===== config.mk =====
export PLATFORM = sky130hd
export DESIGN_NAME = instr_fetch_unit
export DESIGN_NICKNAME = d
export VERILOG_FILES = /design/src/rtl/instr_fetch_unit.sv
export SDC_FILE = /design/constraint.sdc
export NUM_CORES = 1
export LEC_CHECK = 0
export BUFFER_PORTS_ARGS = -buffer_cell sky130_fd_sc_hd__buf_2
export CAP_MARGIN = 20
export CORE_ASPECT_RATIO = 1.75
export CORE_MARGIN = 2
export CORE_UTILIZATION = 45
export CTS_BUF_LIST = sky130_fd_sc_hd__clkbuf_4 sky130_fd_sc_hd__clkbuf_8 sky130_fd_sc_hd__clkbuf_16
export DETAILED_ROUTE_END_ITERATION = 8
export PLACE_DENSITY = 0.75
export SYNTH_ARGS = -nofsm -noshare
export SYNTH_HDL_FRONTEND = slang
export SYNTH_SLANG_ARGS = --single-unit
export TNS_END_PERCENT = 30

===== constraint.sdc =====
create_clock -name clock -period 2.4 [get_ports clock]
set_input_delay 0.12 -clock clock [delete_from_list [all_inputs] [get_ports clock]]
set_output_delay 0.12 -clock clock [all_outputs]
set_load 0.1 [all_outputs]

===== src/rtl/instr_fetch_unit.sv =====
// Fetch stage: owns the PC, assembles a 24-bit instruction from three byte reads
// over a req/ack memory port, and offers {pc, instr} to the datapath under valid/ready.
module instr_fetch_unit #(
  parameter logic [23:0] RESET_PC = 24'h000000,
  parameter int          CNT_W    = 16
) (
  input  logic             clock,
  input  logic             reset_n,
  output logic             imem_req,
  output logic [23:0]      imem_addr,
  input  logic             imem_ack,
  input  logic [7:0]       imem_rdata,
  output logic [23:0]      pc,
  output logic [23:0]      instr,
  output logic             instr_valid,
  input  logic             instr_ready,
  input  logic [23:0]      next_pc,
  output logic [CNT_W-1:0] retired,
  output logic             fsm_state
);

  // Handshakes:
  //   imem: a byte transfers on a cycle where imem_req & imem_ack; imem_req stays
  //         high (address stable) until then. imem_ack while imem_req=0 is ignored.
  //   datapath: instr/pc transfer on a cycle where instr_valid & instr_ready;
  //         instr/pc are stable while instr_valid=1 and instr_ready=0.

  typedef enum logic {
    FETCH = 1'b0,
    HOLD  = 1'b1
  } state_t;

  state_t     state;
  logic [1:0] byte_idx;

  assign fsm_state = state;
  assign imem_addr = pc + {22'd0, byte_idx};

  always_ff @(posedge clock or negedge reset_n) begin
    if (!reset_n) begin
      state       <= FETCH;
      byte_idx    <= 2'd0;
      pc          <= RESET_PC;
      instr       <= 24'd0;
      instr_valid <= 1'b0;
      imem_req    <= 1'b0;
      retired     <= '0;
    end else begin
      case (state)
        FETCH: begin
          if (!imem_req) begin
            // Only reachable right after reset release: start the first request.
            imem_req <= 1'b1;
          end else if (imem_ack) begin
            case (byte_idx)
              2'd0:    instr[23:16] <= imem_rdata;
              2'd1:    instr[15:8]  <= imem_rdata;
              default: instr[7:0]   <= imem_rdata;
            endcase
            if (byte_idx == 2'd2) begin
              state       <= HOLD;
              byte_idx    <= 2'd0;
              imem_req    <= 1'b0;
              instr_valid <= 1'b1;
            end else begin
              byte_idx <= byte_idx + 2'd1;
            end
          end
        end
        HOLD: begin
          if (instr_ready) begin
            // Consume: next_pc is taken as-is, including unaligned branch targets.
            pc          <= next_pc;
            instr_valid <= 1'b0;
            byte_idx    <= 2'd0;
            imem_req    <= 1'b1;
            state       <= FETCH;
            if (retired != {CNT_W{1'b1}}) retired <= retired + CNT_W'(1);
          end
        end
        default: state <= FETCH;
      endcase
    end
  end

endmodule

### After elaboration in Yosys (flattened, before gate mapping)

Cells that the tools add are included.

| storage, ports and cells | value |
|---|---|
| bits in registers | 69 |
| bits of input ports | 36 |
| output and inout port bits | 91 |
| logic and storage cells | 50 |

| cells by class | value |
|---|---|
| add/subtract/negate cells | 3 |
| equal/unequal tests | 7 |
| multiplexer cells | 20 |
| bitwise gates (word level) | 2 |
| reductions and logical operators | 9 |

Operators by type and width:

| operator | number |
|---|---|
| $add 24x2->24 | 1 |
| $add 16x1->16 const B | 1 |
| $ne 16x16->1 const B | 1 |
| $reduce_and 4->1 | 4 |
| $mux 1 | 12 |
| $mux 2 | 4 |
| $ne 2x2->1 const B | 4 |
| $pmux 1 s2 | 3 |
| $reduce_and 3->1 | 2 |
| $pmux 2 s2 | 1 |
| $add 2x1->2 const B | 1 |
| $eq 2x1->1 const B | 1 |
| $eq 2x2->1 const B | 1 |
| $logic_not 2->1 | 1 |
| $not 1->1 | 2 |
| $reduce_and 2->1 | 1 |
| $reduce_or 2->1 | 1 |

### Longest topological paths before layout

| logic depth | value |
|---|---|
| depth after elaboration | 5 |
| depth in mapped cells | 7 |
| depth with buffers taken out | 7 |

### Least setup slack after synthesis

No wires, ideal clock.

| timing | value |
|---|---|
| path type | register to output |
| start point | reg pc[0] |
| end point | out imem_addr[20] |
| data arrival time | 3919 ps |
| required time | 2280 ps |
| setup slack | -1639 ps |
| cell stages (with the launch flop) | 8 |
| path buffers | 0 |
| path through | dfrtp_1 > ha_1 > inv_1 > fa_1 > nand2b_1 > nor4_2 > nand3_1 > xnor2_1 |

| between the ends | value |
|---|---|
| cells in the longest elaborated chain, start to end | 1 |

Ends and longest elaborated chain:

| what | line | source |
|---|---|---|
| start: declaration | 13 | `output logic [23:0] pc,` |
| start signal: assignment | 73 | `pc <= next_pc;` |
| $add 24x2->24 | 37 | `assign imem_addr = pc + {22'd0, byte_idx};` |
| end: declaration | 10 | `output logic [23:0] imem_addr,` |

Every way passes these cells.

### Final worst setup path

| timing | value |
|---|---|
| start point | reg pc[1] |
| end point | out imem_addr[13] |

Same word-level chain as after synthesis.

==> impl_metrics.csv <==
group,metric,value,unit
outcome,status,"complete, but fails checks",
outcome,violations,"setup timing",
sta,finalWorstSetupSlack,-0.0191,ns
logic_synthesis,synth_nets,303,
detailed_routing,drc,0,
floorplanning,rows,41,
critical_path,critical_path_class,"register to output port",
logic_synthesis,synth_cell_types,38,
critical_path,worstRegToRegCells,4,
hold_path,min_path_type,"input pin to register",
clock_tree,cts-root-buf,"clkbuf_16",
job,drv_cap,0,
clock_tree,insertion_delay,0.32,ns
critical_path,crit_buf_inv,2,
sta,post-route-period-util,101,%
cells_and_area,area_growth,56.9,%
logic_synthesis,synth_cells,263,
detailed_routing,vias,2602,
clock_tree,numCtsBuffers,9,
critical_path,required,2.28,ns
sta,tightest_slew,0.917,ns
critical_path,crit_cells,7,
floorplanning,die_h,117,µm
critical_path,max_stage_delay,0.48,ns
cells_and_area,drive_above_1_share,61.6,%
placed_design,place_ws,0.0344,ns
detailed_routing,drtIter0Drc,83,
critical_path,cp_top_family,"flip-flops",
logic_synthesis,yosysWarnings,0,
logic_synthesis,synth.avg_cell_area,12.4,µm²
sta,finalHoldViolCount,0,
floorplanning,chipWidth,68.4,µm
floorplanning,fp.dieArea,7980,µm²
clock_tree,cts_tree,"yes",
clock_tree,clockBufferDepth,2,
logic_synthesis,ys_ff_latch,69,
sta,fin_crit,2.42,ns
global_routing,antenna_found_initial,0,
clock_tree,cts.reportedPaths.clkPinSlew,0.06,ns
detailed_routing,wl_per_cell,15.8,µm
placed_design,globalplace.congestion,0.786,
placed_design,port_buffers,126,
logic_synthesis,synth_edf_count,0,
critical_path,start_kind,"register",
detailed_routing,drt_wl_total,7.89,mm
cells_and_area,nNetsFinal,449,
sta,slew_viol_final,0,
sta,setup_viol,1,
logic_synthesis,netlist_area,3260,µm²
sta,clock_skew,0.00541,ns
detailed_routing,final_antenna_net_count,0,
logic_synthesis,async_flop_share,100,%
clock_tree,cts_sinks,69,
cells_and_area,antenna_cells_inserted,0,
global_routing,grt_pass1_wl,12.0,mm
global_routing,grt_max_degree,40,
detailed_routing,dr.pass1.iters,4,
global_routing,overflow,0,
cells_and_area,post-route-util,71.8,%
sta,timing.max_slew.rel_slack,38.8,%
global_routing,track_usage,20.2,%
sta,timing.fmax,413,MHz
floorplanning,io_pins,127,
hold_path,holdPathStages,3,
logic_synthesis,synth_ff_type,"dfrtp_1",
critical_path,worst_setup_path_end_kind,"output port",
critical_path,cp_max_fo,4,
floorplanning,initial_core_util,45.8,%
global_routing,grt_pass1_vias,2541,
sta,rsz0062_at_grt,"true",
floorplanning,coreArea,7130,µm²
detailed_routing,viasPerCell,5.20,
critical_path,cp.arrival,2.30,ns
critical_path,reg2reg_slack,0.48,ns
clock_tree,cts.htree.levels,3,
critical_path,cp_cell_sequence,"ha_1, a21oi_1, nor4b_2, buf_4, nand4_1, xnor2_4, buf_12",
placed_design,place_hpwl,5.94,mm
logic_synthesis,seq_area_frac_synth,52.9,%
critical_path,cpMaxStageDelayCell,"dfrtp_4",
## worst reg2reg max path, delay by kind of cell (launching register included)
family | cells | cell delay [ns]
simple gates | 3 | 1.12
flops | 1 | 0.54
xor+xnor | 1 | 0.19
## cell usage after synthesis (4+ instances only)
cell     count  share of area (%)
nor3_1      12                1.8
a21oi_1      4               0.61
dfrtp_1     69                 53
nor2_1       7               0.81
mux2_2      46                 16
nand4_1     10                1.9
inv_1        6               0.69
xor2_1      17                4.6
nand2_1     17                2.0
xnor2_1     20                5.4
nand3_1     13                2.0
## timing repair
action / CTS / global route
resized for setup: 11 / 6
endpoints found under the hold margin: 38 / 0
setup endpoints to repair: 13 / 18
cloned: 0 / 0
hold buffers: 1 / 0
pin swaps: 5 / 9
buffers inserted: 3 / 4
## per-layer routing
layer / part of all wire, % / track usage [%] / up-vias
li1: - / - / 1220
met1: 38 / 22.7 / 1294
met2: 57 / 36.2 / 84
met3: 4.7 / 4.82 / 4
met4: 0.79 / 7.33 / 0
met5: 0 / 0 / -
## sequential cells by signal, indices dropped and copies added, names as in the netlist
register / cells
byte_idx: 2
pc: 24
imem_req: 1
retired: 16
instr: 24
fsm_state: 1
instr_valid: 1
## final timing paths
kind	from	to
max in group asynchronous	reset_n	pc[4]
max	pc[1]	imem_addr[13]
min in group asynchronous	reset_n	retired[7]
min reg2reg	instr_valid	instr_valid
max reg2reg	fsm_state	retired[15]
min	next_pc[1]	pc[1]
## logic make-up after synthesis
logic type	share of synthesized area [%]
adders and majority gates	1.76
muxes	16.3
and+or+nand+nor	16.0
DFF	52.9
AOI/OAI and AO/OA	1.50
buffers and inverters	1.61
xor gates and xnor gates	9.93
## cell usage in the layout (no fill, tap or decap), types with 9 or more instances in the layout
master	instances
buf_12	20
buf_2	105
buf_4	12
clkbuf_16	9
dfrtp_1	58
dfrtp_2	9
mux2_2	46
nand2_1	16
nand3_1	9
nand4_1	10
nor3_1	11
xnor2_4	13
xor2_1	14
## stage by stage
stage | TNS (ns) | area (µm²) | instances | hold WS, ns
after detailed placement | 0 | 4670 | 476 | 0.306
after global routing | -0.628 | 5120 | 500 | 0.0116
after floorplan | -7.22 | 3610 | 263 | -0.176
final | -0.0191 | 5120 | 500 | 0.0240
after global placement | 0 | 4670 | 476 | 0.304
after CTS | -0.406 | 5060 | 496 | 0.0152
## layout make-up
class | instances | area (µm²)
Inverter | 6 | 22.5
Multi-Input combinational cell | 182 | 1890
Tap cell | 86 | 108
Sequential cell | 69 | 1750
Timing Repair Buffer | 141 | 1050
Clock buffer | 9 | 225
Clock inverter | 7 | 81.3
Fill cell | 503 | 2010
Power is left out: the tool's default activity adds up to more than one toggle a clock period on the data nets, which glitch-free logic cannot reach.
